--- src/rtl/mem_axi_arbiter.sv ---
// mem_axi_arbiter: shares one downstream word-transaction path between the I-fetch and D ports.
// Build option ARB_ROUND_ROBIN_EN: alternate owners on contention instead of D priority + MAX_WAIT guard.
module mem_axi_arbiter #(
    parameter  int unsigned MAX_WAIT = 4,
    localparam int unsigned AW       = 32,
    localparam int unsigned DW       = 32,
    localparam int unsigned SW       = 4
) (
    input  logic          CLK,
    input  logic          RST,
    input  logic          I_REQ,
    input  logic [AW-1:0] I_ADDR,
    output logic          I_ACK,
    output logic [DW-1:0] I_RDATA,
    input  logic          D_REQ,
    input  logic          D_WE,
    input  logic [AW-1:0] D_ADDR,
    input  logic [DW-1:0] D_WDATA,
    input  logic [SW-1:0] D_STRB,
    output logic          D_ACK,
    output logic [DW-1:0] D_RDATA,
    output logic          M_REQ,
    output logic          M_WE,
    output logic [AW-1:0] M_ADDR,
    output logic [DW-1:0] M_WDATA,
    output logic [SW-1:0] M_STRB,
    input  logic          M_ACK,
    input  logic [DW-1:0] M_RDATA,
    output logic          BUSY,
    output logic          OWNER_D
);

    localparam int unsigned CW = 4;

    typedef enum logic [1:0] {
        S_IDLE = 2'b00,
        S_BUSY = 2'b01,
        S_DONE = 2'b10
    } state_t;

    state_t        state, state_n;
    logic          m_req_n, m_we_n, owner_d_n, busy_n;
    logic [AW-1:0] m_addr_n;
    logic [DW-1:0] m_wdata_n;
    logic [SW-1:0] m_strb_n;
    logic          i_ack_n, d_ack_n;
    logic [DW-1:0] i_rdata_n, d_rdata_n;
    logic          any_req_c, grant_d_c;

    assign any_req_c = I_REQ | D_REQ;

`ifdef ARB_ROUND_ROBIN_EN
    // Last owner resets to I so D wins the first contention.
    logic last_d, last_d_n;
    assign grant_d_c = D_REQ & (~I_REQ | ~last_d);
`else
    logic [CW-1:0] wait_cnt, wait_cnt_n;
    assign grant_d_c = D_REQ & (~I_REQ | (wait_cnt != CW'(MAX_WAIT)));
`endif

    // State and output registers
    always_ff @(posedge CLK) begin
        if (RST) begin
            state   <= S_IDLE;
            M_REQ   <= 1'b0;
            M_WE    <= 1'b0;
            M_ADDR  <= '0;
            M_WDATA <= '0;
            M_STRB  <= '0;
            I_ACK   <= 1'b0;
            I_RDATA <= '0;
            D_ACK   <= 1'b0;
            D_RDATA <= '0;
            BUSY    <= 1'b0;
            OWNER_D <= 1'b0;
`ifdef ARB_ROUND_ROBIN_EN
            last_d  <= 1'b0;
`else
            wait_cnt <= '0;
`endif
        end else begin
            state   <= state_n;
            M_REQ   <= m_req_n;
            M_WE    <= m_we_n;
            M_ADDR  <= m_addr_n;
            M_WDATA <= m_wdata_n;
            M_STRB  <= m_strb_n;
            I_ACK   <= i_ack_n;
            I_RDATA <= i_rdata_n;
            D_ACK   <= d_ack_n;
            D_RDATA <= d_rdata_n;
            BUSY    <= busy_n;
            OWNER_D <= owner_d_n;
`ifdef ARB_ROUND_ROBIN_EN
            last_d  <= last_d_n;
`else
            wait_cnt <= wait_cnt_n;
`endif
        end
    end

    // Next-state decode
    always_comb begin
        state_n = state;
        case (state)
            S_IDLE:  if (any_req_c) state_n = S_BUSY;
            S_BUSY:  if (M_ACK) state_n = S_DONE;
            S_DONE:  state_n = S_IDLE;
            default: state_n = S_IDLE;
        endcase
    end

    // Next values of the registered outputs
    always_comb begin
        m_req_n   = M_REQ;
        m_we_n    = M_WE;
        m_addr_n  = M_ADDR;
        m_wdata_n = M_WDATA;
        m_strb_n  = M_STRB;
        owner_d_n = OWNER_D;
        i_ack_n   = 1'b0;
        d_ack_n   = 1'b0;
        i_rdata_n = '0;
        d_rdata_n = '0;
        busy_n    = (state_n != S_IDLE);
`ifdef ARB_ROUND_ROBIN_EN
        last_d_n  = last_d;
`else
        wait_cnt_n = wait_cnt;
`endif
        case (state)
            S_IDLE: begin
`ifndef ARB_ROUND_ROBIN_EN
                if (!I_REQ) wait_cnt_n = '0;
`endif
                if (any_req_c) begin
                    m_req_n   = 1'b1;
                    owner_d_n = grant_d_c;
                    if (grant_d_c) begin
                        m_we_n    = D_WE;
                        m_addr_n  = D_ADDR;
                        m_wdata_n = D_WDATA;
                        m_strb_n  = D_STRB;
                    end else begin
                        m_we_n    = 1'b0;
                        m_addr_n  = I_ADDR;
                        m_wdata_n = '0;
                        m_strb_n  = '1;
                    end
`ifdef ARB_ROUND_ROBIN_EN
                    last_d_n = grant_d_c;
`else
                    // Count D grants that made a waiting I requester stand aside
                    if (!grant_d_c) begin
                        wait_cnt_n = '0;
                    end else if (I_REQ && (wait_cnt < CW'(MAX_WAIT))) begin
                        wait_cnt_n = wait_cnt + CW'(1);
                    end
`endif
                end
            end
            S_BUSY: begin
                if (M_ACK) begin
                    m_req_n   = 1'b0;
                    m_we_n    = 1'b0;
                    m_addr_n  = '0;
                    m_wdata_n = '0;
                    m_strb_n  = '0;
                    if (OWNER_D) begin
                        d_ack_n   = 1'b1;
                        d_rdata_n = M_WE ? '0 : M_RDATA;
                    end else begin
                        i_ack_n   = 1'b1;
                        i_rdata_n = M_RDATA;
                    end
                end
            end
            S_DONE: begin
                owner_d_n = 1'b0;
            end
            default: begin
                m_req_n   = 1'b0;
                m_we_n    = 1'b0;
                m_addr_n  = '0;
                m_wdata_n = '0;
                m_strb_n  = '0;
                owner_d_n = 1'b0;
            end
        endcase
    end

endmodule

--- config.mk ---
export PLATFORM = sky130hd
export DESIGN_NAME = mem_axi_arbiter
export DESIGN_NICKNAME = d
export VERILOG_FILES = /design/src/rtl/mem_axi_arbiter.sv
export SDC_FILE = /design/constraint.sdc
export NUM_CORES = 1
export LEC_CHECK = 0
export ABC_AREA = 1
export BUFFER_PORTS_ARGS = -buffer_cell sky130_fd_sc_hd__buf_4
export CAP_MARGIN = 10
export CORE_MARGIN = 2
export CORE_UTILIZATION = 45
export CTS_CLUSTER_SIZE = 28
export DETAILED_ROUTE_END_ITERATION = 6
export PLACE_DENSITY = 0.8
export SYNTH_ARGS = -nofsm -noshare
export SYNTH_HDL_FRONTEND = slang
export SYNTH_SLANG_ARGS = --single-unit
--- constraint.sdc ---
create_clock -name CLK -period 1.55 [get_ports CLK]
set_input_delay 0.31 -clock CLK [delete_from_list [all_inputs] [get_ports CLK]]
set_output_delay 0.31 -clock CLK [all_outputs]
set_load 0.02 [all_outputs]
### After elaboration in Yosys (flattened, before gate mapping)

Cells that the tools add are included.

* add/subtract/negate cells: 1
* $lt $le $gt $ge: 1
* equality and inequality tests: 5
* muxes and demuxes: 28
* bitwise logic cells: 8
* reduce and logical (&&, ||, !) cells: 8

Operators with widths (number)
* $pmux W32 S3: 2
* $mux W32: 5
* $mux W4: 7
* $pmux W4 S3: 1
* $mux W1: 7
* $pmux W1 S3: 2
* $not A1 Y1: 5
* $reduce_or A5 Y1: 1
* $add A4 B1 Y4 const B: 1
* $lt A4 B3 Y1 const B: 1
* $mux W2: 2
* $ne A2 B2 Y1 const B: 2
* $ne A4 B3 Y1 const B: 1
* $pmux W2 S2: 1
* $reduce_or A4 Y1: 1
* $reduce_and A3 Y1: 1
* $reduce_or A3 Y1: 1
* $eq A2 B1 Y1 const B: 1
* $eq A2 B2 Y1 const B: 1
* $logic_not A2 Y1: 1
* $or A1 B1 Y1: 2
* $pmux W1 S2: 1
* $reduce_and A2 Y1: 1
* $reduce_bool A2 Y1: 1
* 2 further kinds: 2

* flip-flop bits (word level): 144
* input port bits: 138
* output and inout bits: 138
* word-level logic and storage cells: 64

### Depth between registers and ports, before layout

Gate-level depths: netlist of run 1.

* word-level depth: 6
* gate-level depth with buffers: 10
* mapped depth without buffers: 9

### Worst setup path after synthesis of run 1

OpenSTA, ideal clock, no wires.

* path type: register -> register
* start point: register wait_cnt[0]
* end point: register M_ADDR[12]
* arrival: 1.302 ns
* required time: 1.418 ns
* setup slack: 0.115 ns
* stages on the path, launching flop included: 10
* buffers on the path: 1
* clock period less this slack: 1.435 ns
* path through: dfxtp_1 inv_1 ha_1 nand2_1 inv_1 nand2_2 clkbuf_1 nand3_1 nand3_1 a21oi_1

* cells in the longest elaborated chain, start to end: 6

Ends and longest elaborated chain
* start: declaration: line 57 `logic [CW-1:0] wait_cnt, wait_cnt_n;`
* start signal: assignment: line 97 `wait_cnt <= wait_cnt_n;`
* $ne A4 B3 Y1: line 58 `assign grant_d_c = D_REQ & (~I_REQ | (wait_cnt != CW'(MAX_WAIT)));`
* $or A1 B1 Y1: line 58
* $and A1 B1 Y1: line 58
* $mux W32: line 139 `if (grant_d_c) begin`
* $mux W32: line 136 `if (any_req_c) begin`
* $pmux W32 S3: line 131 `case (state)`
* end signal: assignment: line 85 `M_ADDR <= m_addr_n;`
* end: declaration: line 24 `output logic [AW-1:0] M_ADDR,`

Every way passes these cells. The select of a mux whose other input is x is not followed.
A chain may end at the register's enable or synchronous reset.

### Final worst setup path of run 1

* start point: register wait_cnt[1]
* end point: register M_WDATA[29]

* cells in the longest elaborated chain, start to end: 6

Ends and longest elaborated chain
* $ne A4 B3 Y1: line 58
* $or A1 B1 Y1: line 58
* $and A1 B1 Y1: line 58
* $mux W32: line 139
* $mux W32: line 136
* $pmux W32 S3: line 131
* end signal: assignment: line 86 `M_WDATA <= m_wdata_n;`
* end: declaration: line 25 `output logic [DW-1:0] M_WDATA,`

Every way passes these cells. The select of a mux whose other input is x is not followed.

==> results of run 1 <==
==> worst min path at each step <==
stage,startpoint,slack [ns],end,cells after the start
after global routing,M_RDATA[18],0.10,D_RDATA[18]$_SDFF_PP0_,3
after global placement,M_WDATA[30]$_SDFFE_PP0P_,0.45,M_WDATA[30]$_SDFFE_PP0P_,2
after floorplan,M_RDATA[16],0.44,I_RDATA[16]$_SDFF_PP0_,2
after detailed placement,M_STRB[0]$_SDFFE_PP0P_,0.46,M_STRB[0]$_SDFFE_PP0P_,2
final,M_RDATA[11],0.12,D_RDATA[11]$_SDFF_PP0_,3
after CTS,RST,0.11,D_ACK$_SDFF_PP0_,2
==> final cells by class <==
| class | count | area, µm² |
|---|---|---|
| fillers | 932 | 3330 |
| multi-input cells | 386 | 1730 |
| inverters | 110 | 418 |
| repair buffers | 293 | 2270 |
| well taps | 143 | 179 |
| clock buffers | 18 | 439 |
| clock inverters | 14 | 168 |
| flip-flops and latches | 144 | 2880 |
==> registers in the layout (all words and copies together), names as in the netlist <==
register,count
D_ACK,1
I_RDATA,32
M_ADDR,32
M_WDATA,32
M_REQ,1
BUSY,1
M_WE,1
D_RDATA,32
state,2
wait_cnt,4
I_ACK,1
OWNER_D,1
M_STRB,4
==> cell usage in the layout, fill, tap and decap left out, drive strengths merged <==
master	n
o21ai	5
a21oi	75
ha	2
nor2	80
nand2	152
clkbuf	18
buf	293
nor3	1
nand3	68
o211ai	1
bufinv	1
clkinv	5
clkinvlp	1
or2	1
inv	117
nand3b	1
dfxtp	144
==> through the flow <==
stage	setup TNS [ns]	cell area [µm²]	setup WS (ns)	power (mW)	utilization, %
after floorplan	0	5260	0.115	4.77	-
after detailed placement	0	7460	0.0492	5.44	65.3
after CTS	0	8070	0.00482	9.52	70.7
final	0	8090	0.124	9.45	70.9
after global routing	-0.0278	8090	-0.0155	9.85	70.9
after global placement	0	7460	0.136	5.42	65.3
==> repair_timing <==
item | in CTS | in global routing
gates resized for setup | 1 | 6
pin swaps | 0 | 0
gates cloned | 0 | 0
endpoints found under the hold margin | 0 | 0
endpoints found under the setup margin | 2 | 42
buffers inserted | 0 | 0
==> where the power goes <==
part	total [mW]	internal, mW	switching (mW)
logic	1.40	0.648	0.748
clock network	4.08	2.35	1.74
registers	3.96	3.87	0.0920
total	9.45	6.87	2.58
==> layer usage <==
metal | vias up | wire [µm] | share of wire [%]
met5 | - | 0 | 0
met4 | 0 | 314 | 2.1
met3 | 22 | 902 | 6.0
met2 | 184 | 7730 | 52
met1 | 2262 | 6040 | 40
li1 | 2612 | - | -
==> cells by family after synthesis <==
family / count (synthesis) / synth area share, %
and+or+nand+nor: 303 / 24.3
adders and majority gates: 2 / 0.475
DFF: 144 / 54.8
AOI/OAI and AO/OA: 81 / 7.96
buffers and inverters: 148 / 12.5
==> worst max-delay path: cells and delay by family (launching register included) <==
kind                     cells  cell delay (ns)
AO/OA/AOI/OAI                1             0.14
adder cells (fa/ha/maj)      1             0.18
buffers and inverters        4             0.37
flip-flops                   1             0.34
AND/OR/NAND/NOR              4             0.32
==> run summary, run 1 <==
The per-cell routed wire length came out at 13.5 µm. Global routing used a little over two fifths of the available met2 tracks. The height of the die is between 100 and 150 µm. The CTS tree is done. STA classifies the critical path endpoint as a flip-flop. The setup path with the least slack is of type flip-flop to flip-flop. The proportion of netlist area held by the largest area contributor is 54.8%. The number of cells after detailed placement is roughly 1100. The H-tree depth reported by CTS came out at 4. The number of port buffers is about 280. The number of buffers added by the clock tree synthesis step is 17. Among all cell types in the netlist, the one instantiated most often is sky130_fd_sc_hd__nand2_1. The worst setup path is launched from a flip-flop. The fraction of registers with async set/reset came out at 0%. The hold violation count in the final report came to 0. In this design, the stage delay of the slowest critical-path cell is 0.34 ns. The worst slack on hold paths came out at 0.115 ns. The area inside the core boundary is 11400 µm².

The highest net fanout along the worst path is 7. The largest voltage drop on the vdd net came out at 0.000777 V. The net count of the mapped netlist is between 800 and 900. In the global route stage, met3 resource usage came out at 4.70%. The clock skew after layout is 0.00903 ns. For this design the top-level I/O count stands at around 280. The number of placement rows came out at 39. The startpoint of the worst setup timing path is wait_cnt[1]$_SDFFE_PP0P_. The post-detailed-route via-to-cell ratio is approximately 4.6. The register clock-pin slew on the reported worst setup and hold paths came out at approximately 0.070 ns. Across the run, the number of max-cap violations was 0. The total of hold buffers inserted after clock tree synthesis is 0. The final critical path time including I/O delays and setup came out at about 1.4 ns. Setup violations remaining at the end of the flow were counted as 0.

The commonest cells after synthesis are sky130_fd_sc_hd__nand2_1, sky130_fd_sc_hd__dfxtp_1, sky130_fd_sc_hd__inv_1. The signal on the critical path passes through inv_1 > ha_1 > nand2_1 > inv_1 > nand2_4 > nand3_4 > clkinv_4 > buf_4 > nand2_1 > a21oi_1. The die width came out at 112 µm. The number of standard cells in the layout, taps in and fillers out came out at about 1100.

The repair_antennas step left the layout with diodes totalling 0. The slowest stage cell on the critical path is sky130_fd_sc_hd__dfxtp_2. The first global-routing pass estimated 23500 µm of wire. The data arrival time of the worst path came out at 1.76 ns. For this run, the register share of the synthesized area comes to between 50 and 60%. The flow ran to the end, and the final reports show no timing, DRC or antenna violations. The area of the die came out at roughly 13000 µm². The clock net in this run drives a total of approximately 140 sinks. The routing usage on met1 came out at roughly 27%. The number of antenna violations at the first check in global routing was 0. For the worst flop-to-flop path, the logic depth is 10.

The via count of the first global-routing pass is 4815. The global placement routability congestion is 0.830. The sum of net half-perimeters after detailed placement came out at 11100 µm. The path class of the tightest hold or removal check is primary input to flip-flop. The critical path required time came out at 1.89 ns. The setup check on the worst reg-to-reg path leaves a slack of 0.12 ns.

The DRC violation total after the first TritonRoute iteration is 456. The via count of the routed design is 5080. The net count reported at finish is 1092. The relative max-transition margin is 71.9%. The maximum clock path buffer count is 2.

In the post-synthesis netlist, the biggest area contributors are sky130_fd_sc_hd__dfxtp_1, sky130_fd_sc_hd__nand2_1, sky130_fd_sc_hd__inv_1, sky130_fd_sc_hd__a21oi_1, sky130_fd_sc_hd__nand3_1. The endpoint of the worst-slack reg-to-reg timing path is M_WDATA[29]$_SDFFE_PP0P_. The number of enable flip-flop cells after synthesis is 0. The detailed-routing iteration count for the pre-antenna-repair pass came out at 5. The post-synthesis cell type count is 22. The remaining antenna violation count is 0. The static leakage is about 4.2 nW. The achievable clock frequency is 701 MHz. For this run the aggregate overflow at the end of global routing stands at 0. The average footprint of a synthesized cell is around 7.8 µm². The number of warning messages in the yosys log came out at 0. The overall track demand over capacity in global routing is 23.4%.

The proportion of layout cells with a drive suffix above 1 is between 30% and 40%. The cell taking the most area after synthesis is sky130_fd_sc_hd__dfxtp_1. The register bit count reported by yosys came out at 144. The number of max-slew violations in the final report came to 0. The total wire length after detailed routing is ~15000 µm. The pin count of the biggest net entering global routing came out at 47. The number of cells produced by synthesis came out at 678.

For this run, design rule violations remaining after detail routing come to 0. The clock reaches the later pin of the worst-skew pair after 0.42 ns. Following the worst setup path forward leads to its endpoint at M_WDATA[29]$_SDFFE_PP0P_.

The final period utilization is roughly nine tenths. The power density over the cells came out at ~1200 nW/µm². The layer flagged by global routing as most heavily used is met2. The worst flop-to-flop path startpoint is wait_cnt[1]$_SDFFE_PP0P_. The synthesis-to-layout area growth came out at 53.7%.

The effective utilization at floorplan is 46.1%. The transition at the pin with the smallest max-transition slack came out at 0.421 ns. The mapped netlist covers roughly 5300 µm². The cell at the root of the clock tree is sky130_fd_sc_hd__clkbuf_16. For this run, the leading register cell type out of synthesis is sky130_fd_sc_hd__dfxtp_1.
Note: power is estimated with default switching activity, not from simulation.
==> inputs of run 2 (changes only) <==
Settings changed: CORE_UTILIZATION 45 to 47, CTS_BUF_LIST from default to sky130_fd_sc_hd__clkbuf_4, PLACE_DENSITY 0.8 to 0.83.
==> run summary, run 2 (synthesis results as in run 1) <==
The sum of net half-perimeters after detailed placement came out at 11000 µm (was 11100 µm). The type of the worst setup path is flip-flop to flip-flop (unchanged). The proportion of layout cells with a drive suffix above 1 is 33.7% (was 35.1%). The overall track demand over capacity in global routing is 27.9% (was 23.4%).

The pre-CTS setup slack came to 0.0711 ns (was 0.0492 ns). The layout filler cell count came out at 771 (was 932). The number of placement rows is 38 (was 39). The per-cell routed wire length came out at 15.0 µm (was 13.5 µm). The worst min-delay path class is primary input to flip-flop (unchanged). The sequential share of power was 50.2% (was 42.0%). The relative max-transition margin came to 69.6% (was 71.9%). The H-tree depth reported by CTS came out at 4 (unchanged). The net switching power figure is 2.40 mW (was 2.58 mW).

The number of buffers added by the clock tree synthesis step was 17 (unchanged). The post-detailed-route via-to-cell ratio came out at 4.80 (was 4.58). The final global-route overflow total is 0 (unchanged). The net count reported at finish came to 1157 (was 1092).

The synthesis-to-layout area growth is 60.1% (was 53.7%). The total wire length after detailed routing is 17500 µm (was 15000 µm). The number of setup violations in the final report is 0 (unchanged). The hold path depth came out at 3 (unchanged). The via count of the first global-routing pass came out at 5271 (was 4815). The post-layout utilization of the core was 77.4% (was 70.9%). The logic gate share of total power is 20.0% (was 14.8%). The type of element capturing the critical path was a flip-flop (unchanged). The CTS tree was done (unchanged).

The first-pass GRT wire length is 25500 µm (was 23500 µm). The effective utilization at floorplan is 48.3% (was 46.1%). The via count of the routed design is 5613 (was 5080). The largest voltage drop on the vdd net came out at 0.000523 V (was 0.000777 V).

The startpoint type of the worst setup path is a flip-flop (unchanged). The number of setup buffers added after CTS is 0 (unchanged). The final critical path time including I/O delays and setup came out at 1.50 ns (was 1.43 ns). The area of all sequential standard cells is 2890 µm² (was 2880 µm²).

The proportion of power drawn by the clock network came out at 29.8% (was 43.2%). The maximum clock path buffer count is 2 (unchanged). The worst path setup slack after routing came out at 0.0476 ns (was 0.124 ns).

The height of the die came out at 110 µm (was 112 µm). The DRC violation total after the first TritonRoute iteration was 459 (was 456). The register clock-pin slew on the reported worst setup and hold paths came out at 0.14 ns (was 0.07 ns). The data arrival time of the worst path is 1.96 ns (was 1.76 ns). Most used cells in the layout excluding fill and tap cells: sky130_fd_sc_hd__buf_4, sky130_fd_sc_hd__nand2_1, sky130_fd_sc_hd__dfxtp_1, sky130_fd_sc_hd__inv_1, sky130_fd_sc_hd__nor2_1 (unchanged).

The number of max-cap violations came out at 0 (unchanged). The pin count of the biggest net entering global routing is 43 (was 47). The global placement routability congestion came out at 0.815 (was 0.830). The area inside the core boundary came out at 10900 µm² (was 11400 µm²). The cell internal power dissipation came out at 5.51 mW (was 6.87 mW). The leading cell type in the layout, fill and taps excluded is sky130_fd_sc_hd__buf_4 (unchanged).

The cell at the root of the clock tree is sky130_fd_sc_hd__clkbuf_4 (was sky130_fd_sc_hd__clkbuf_16). The area of the die is 12100 µm² (was 12600 µm²). The final routed DRC violation total is 0 (unchanged). The remaining antenna violation count came out at 0 (unchanged). The depth of the most critical reg-to-reg path was 10 (unchanged). The static leakage was 4.33 nW (was 4.20 nW). The CTS sink count is 144 (unchanged). The highest net fanout along the worst path came out at 14 (was 7). The hold violation count in the final report is 0 (unchanged). The number of inserted diodes is 0 (unchanged). Outcome: finished, final reports clean (unchanged). The net switching share of the total power is 30.3% (was 27.3%). The power density over the cells is 939 nW/µm² (was 1170 nW/µm²). The achievable clock frequency is 666 MHz (was 701 MHz). The transition at the pin with the smallest max-transition slack came out at 0.457 ns (was 0.421 ns).

The number of top-level pins is 276 (unchanged). The clock latency reported for the late side of the worst-skew pair is 0.55 ns (was 0.42 ns). The number of port buffers came out at 275 (unchanged).

The critical path required time is 2.01 ns (was 1.89 ns). Setup repair after global routing could not meet its margin everywhere. The clock skew after layout was 0.0301 ns (was 0.00903 ns). The final period utilization was 96.9% (was 92.0%). The detailed-routing iteration count for the pre-antenna-repair pass is 5 (unchanged). The die width came out at 110 µm (was 112 µm). The number of antenna violations at the first check in global routing is 0 (unchanged). The number of max-slew violations in the final report came out at 0 (unchanged). The multi-input logic area came to 1740 µm² (was 1730 µm²).
run 2: final timing paths:
check / from / slack (ns) / to
min: M_RDATA[20] / 0.04 / I_RDATA[20]$_SDFF_PP0_
min reg2reg: M_WDATA[26]$_SDFFE_PP0P_ / 0.47 / M_WDATA[26]$_SDFFE_PP0P_
max: wait_cnt[0]$_SDFFE_PP0P_ / 0.05 / M_WDATA[17]$_SDFFE_PP0P_
max reg2reg: wait_cnt[0]$_SDFFE_PP0P_ / 0.05 / M_WDATA[17]$_SDFFE_PP0P_
run 2: metal layers:
| metal | vias up | wire length [µm] | part of all wire [%] | GRT usage, % |
|---|---|---|---|---|
| li1 | 2741 | - | - | - |
| met1 | 2548 | 6410 | 37 | 30.0 |
| met2 | 277 | 9130 | 52 | 49.6 |
| met3 | 47 | 1410 | 8.0 | 8.12 |
| met4 | 0 | 574 | 3.3 | 13.6 |
| met5 | - | 0 | 0 | 0 |
run 2: layout make-up:
| class | count | share of cell area [%] |
|---|---|---|
| clock buffer | 18 | 1.60 |
| timing repair buffer | 358 | 34.8 |
| multi-input combinational | 386 | 20.6 |
| sequential | 144 | 34.2 |
| clock inverter | 14 | 1.71 |
| inverter | 110 | 4.93 |
| tap | 140 | 2.08 |
run 2: through the flow:
stage	total power, mW	cells	setup TNS, ns	hold slack (ns)	instance area (µm²)
after floorplan	4.77	678	0	0.445	5260
after detailed placement	5.45	1075	0	0.456	7480
after global routing	8.27	1170	-0.297	0.00513	8430
after global placement	5.43	1075	0	0.451	7480
final	7.91	1170	0	0.0397	8430
after CTS	7.89	1168	0	0.0000561	8370
run 2: what timing repair did:
action,4_1_cts,5_1_grt
gates resized for setup,0,7
hold buffers,61,1
setup endpoints to repair,0,38
endpoints found under the hold margin,93,1
run 2: critical path: stages, from the launching register on:
cell	delay, ns
sky130_fd_sc_hd__dfxtp_1	0.35
sky130_fd_sc_hd__inv_1	0.06
sky130_fd_sc_hd__ha_1	0.18
sky130_fd_sc_hd__nand2_1	0.06
sky130_fd_sc_hd__inv_1	0.04
sky130_fd_sc_hd__nand2_2	0.11
sky130_fd_sc_hd__nand3_2	0.11
sky130_fd_sc_hd__inv_4	0.11
sky130_fd_sc_hd__buf_12	0.14
sky130_fd_sc_hd__nand2_1	0.09
sky130_fd_sc_hd__a21oi_1	0.17
run 2: power groups by stage:
stage / registers, mW / clock network [mW] / logic (mW)
final: 3.97 / 2.36 / 1.58
after global routing: 3.99 / 2.57 / 1.70
after CTS: 3.96 / 2.38 / 1.54
after detailed placement: 4.04 / 0 / 1.41
after global placement: 4.04 / 0 / 1.39
after floorplan: 4.24 / 0 / 0.533
==> inputs of run 3 (changes only) <==
Settings changed: CORE_UTILIZATION 47 to 30, PLACE_DENSITY 0.83 to default.
==> run summary, run 3 (synthesis results as in run 1) <==
Outcome: finished, final reports clean (unchanged). The type of element capturing the critical path was a flip-flop (unchanged). The worst slack on hold paths is 0.0648 ns (was 0.0397 ns). The die width came out at 136 µm (was 110 µm). The highest net fanout along the worst path came to 18 (was 14). The first-pass GRT wire length came out at 24800 µm (was 25500 µm).

The area inside the core boundary is 17200 µm² (was 10900 µm²). The register clock-pin slew on the reported worst setup and hold paths came out at 0.14 ns (about the same). The routing usage on met1 came out at 19.9% (was 30.0%). The cell at the root of the clock tree is sky130_fd_sc_hd__clkbuf_4 (unchanged). The maximum clock path buffer count is 2 (unchanged). The post-detailed-route via-to-cell ratio was 4.24 (was 4.80). The relative max-transition margin came to 69.9% (was 69.6%). The number of buffers added by the clock tree synthesis step came to 17 (unchanged). The overall track demand over capacity in global routing is 17.2% (was 27.9%). The final period utilization is 93.7% (was 96.9%).

The number of setup buffers added after CTS is 0 (unchanged). The global placement routability congestion came out at 0.791 (was 0.815). The net count reported at finish is 1164 (was 1157). The hold violation count in the final report is 0 (unchanged). The number of placement rows came out at 48 (was 38). The worst flop-to-flop path startpoint is wait_cnt[1]$_SDFFE_PP0P_ (was wait_cnt[0]$_SDFFE_PP0P_). The via count of the first global-routing pass is 5085 (was 5271). The layer with the highest usage after global routing is met2 (unchanged). The clock skew after layout was 0.0145 ns (was 0.0301 ns). The remaining antenna violation count was 0 (unchanged).

The area of the die came out at 18600 µm² (was 12100 µm²). The worst path setup slack after routing came out at 0.0978 ns (was 0.0476 ns). The startpoint type of the worst setup path is a flip-flop (unchanged). The number of top-level pins is 276 (unchanged). Most used cells in the layout excluding fill and tap cells: sky130_fd_sc_hd__buf_4, sky130_fd_sc_hd__nand2_1, sky130_fd_sc_hd__dfxtp_1, sky130_fd_sc_hd__inv_1, sky130_fd_sc_hd__nor2_1 (unchanged). The H-tree depth reported by CTS is 4 (unchanged). The total wire length after detailed routing is 16300 µm (was 17500 µm). The met3 track utilization from global routing is 5.89% (was 8.12%). The number of port buffers is 275 (unchanged). The height of the die came to 136 µm (was 110 µm). The capture endpoint of the worst hold path is M_STRB[1]$_SDFFE_PP0P_ (was I_RDATA[20]$_SDFF_PP0_). The worst min-delay path class is primary input to flip-flop (unchanged). The sum of net half-perimeters after detailed placement is 11300 µm (was 11000 µm). The source of the worst hold timing path was D_STRB[1] (was M_RDATA[20]). The number of setup violations in the final report came to 0 (unchanged).

Worst path cell trace: inv_1 > ha_1 > nand2_1 > inv_1 > nand2_4 > nand3_4 > inv_4 > buf_12 > nand2_1 > a21oi_1 (was inv_1 > ha_1 > nand2_1 > inv_1 > nand2_2 > nand3_2 > inv_4 > buf_12 > nand2_1 > a21oi_1). The met2 capacity usage during global routing is 28.9% (was 49.6%). The final routed DRC violation total came to 0 (unchanged). The data arrival time of the worst path came to 1.91 ns (was 1.96 ns). The effective utilization at floorplan is 30.5% (was 48.3%). The hold path depth came out at 3 (unchanged). The power density over the cells is 921 nW/µm² (was 939 nW/µm²). The post-layout utilization of the core came out at 49.9% (was 77.4%). The CTS tree is done (unchanged). The static leakage came out at 4.35 nW (was 4.33 nW).

The largest voltage drop on the vdd net came out at 0.000393 V (was 0.000523 V). The number of max-cap violations is 0 (unchanged). The transition at the pin with the smallest max-transition slack came to 0.451 ns (was 0.457 ns). The type of the worst setup path was flip-flop to flip-flop (unchanged).

The final critical path time including I/O delays and setup is 1.45 ns (was 1.50 ns). The critical path required time was 2.01 ns (about the same). The per-cell routed wire length came out at 12.9 µm (was 15.0 µm). The number of max-slew violations in the final report came out at 0 (unchanged). The slowest stage cell on the critical path is sky130_fd_sc_hd__dfxtp_1 (unchanged).

The final global-route overflow total is 0 (unchanged). The highest cell delay on the worst timing path is 0.37 ns (was 0.35 ns). The detailed-routing iteration count for the pre-antenna-repair pass came to 4 (was 5). The achievable clock frequency came out at 689 MHz (was 666 MHz). The proportion of layout cells with a drive suffix above 1 was 32.9% (was 33.7%). The pin count of the biggest net entering global routing came out at 42 (was 43).

The worst setup slack for register-to-register paths is 0.1 ns (was 0.05 ns). The DRC violation total after the first TritonRoute iteration is 258 (was 459). The CTS sink count came out at 144 (unchanged). The number of antenna violations at the first check in global routing is 1 (was 0). The depth of the most critical reg-to-reg path came to 10 (unchanged). The leading cell type in the layout, fill and taps excluded is sky130_fd_sc_hd__buf_4 (unchanged). The via count of the routed design is 5356 (was 5613). The clock latency reported for the late side of the worst-skew pair was 0.53 ns (was 0.55 ns). The endpoint of the worst-slack reg-to-reg timing path is M_WDATA[16]$_SDFFE_PP0P_ (was M_WDATA[17]$_SDFFE_PP0P_). The synthesis-to-layout area growth came to 63.3% (was 60.1%). The pre-CTS setup slack is 0.0378 ns (was 0.0711 ns).
[run 3: cell count changes in the layout (fill, tap and decap cells not counted), sizes merged]
cell	previous run	this run
buf	295	296
clkbuf	19	17
clkinv	4	3
clkinvlp	1	4
diode	0	1
dlygate4sd3	62	69
inv	118	117
[run 3: critical path: cells and delay by family, from the launching register on]
kind | cells | cell delay [ns]
flip-flops | 1 | 0.37
adder cells (fa/ha/maj) | 1 | 0.17
AO/OA/AOI/OAI | 1 | 0.14
AND/OR/NAND/NOR | 4 | 0.33
buffers and inverters | 4 | 0.37
[run 3: how the worst max path moves through the flow]
stage,to,cells after the start,slack [ns],startpoint
after floorplan,M_ADDR[12]$_SDFFE_PP0P_,9,0.12,wait_cnt[0]$_SDFFE_PP0P_
after global placement,M_ADDR[0]$_SDFFE_PP0P_,7,0.06,I_REQ
after detailed placement,M_ADDR[19]$_SDFFE_PP0P_,7,0.04,I_REQ
after CTS,M_WDATA[15]$_SDFFE_PP0P_,10,0.06,wait_cnt[1]$_SDFFE_PP0P_
after global routing,M_ADDR[9]$_SDFFE_PP0P_,10,-0.004,wait_cnt[1]$_SDFFE_PP0P_
final,M_WDATA[16]$_SDFFE_PP0P_,10,0.1,wait_cnt[1]$_SDFFE_PP0P_
[run 3: per-stage QoR]
| stage | area, µm² | setup TNS [ns] | instances | power, mW |
|---|---|---|---|---|
| 2_1_floorplan | 5260 | 0 | 678 | 4.77 |
| 3_3_place_gp | 7610 | 0 | 1161 | 5.48 |
| 3_5_place_dp | 7610 | 0 | 1161 | 5.48 |
| 4_1_cts | 8580 | 0 | 1262 | 8.04 |
| 5_1_grt | 8600 | -0.00441 | 1263 | 8.34 |
| 6_report | 8600 | 0 | 1263 | 7.92 |
[run 3: power by group]
group	total, mW	internal (mW)	switching (mW)	leakage [nW]
logic	1.57	0.777	0.797	3.04
clock network	2.38	0.850	1.53	0.141
registers	3.96	3.87	0.0905	1.17
total	7.92	5.50	2.42	4.35
[run 3: area by class of cell]
type	instances	area [µm²]
repair buffers	365	3000
inverters	110	415
clock inverters	15	153
multi-input cells	386	1730
diodes	1	2.50
fillers	1684	8640
well taps	225	282
clock buffers	17	128
flip-flops and latches	144	2880
[run 3: metal layers]
metal	share of wire (%)	vias up	wire (µm)
li1	-	2753	-
met1	42	2362	6840
met2	46	219	7560
met3	9.4	22	1530
met4	2.0	0	330
met5	0	-	0
[run 3: what timing repair did]
action / CTS / global route
setup endpoints to repair: 0 / 30
endpoints found under the hold margin: 102 / 0
hold buffers: 69 / 0
resized for setup: 0 / 4
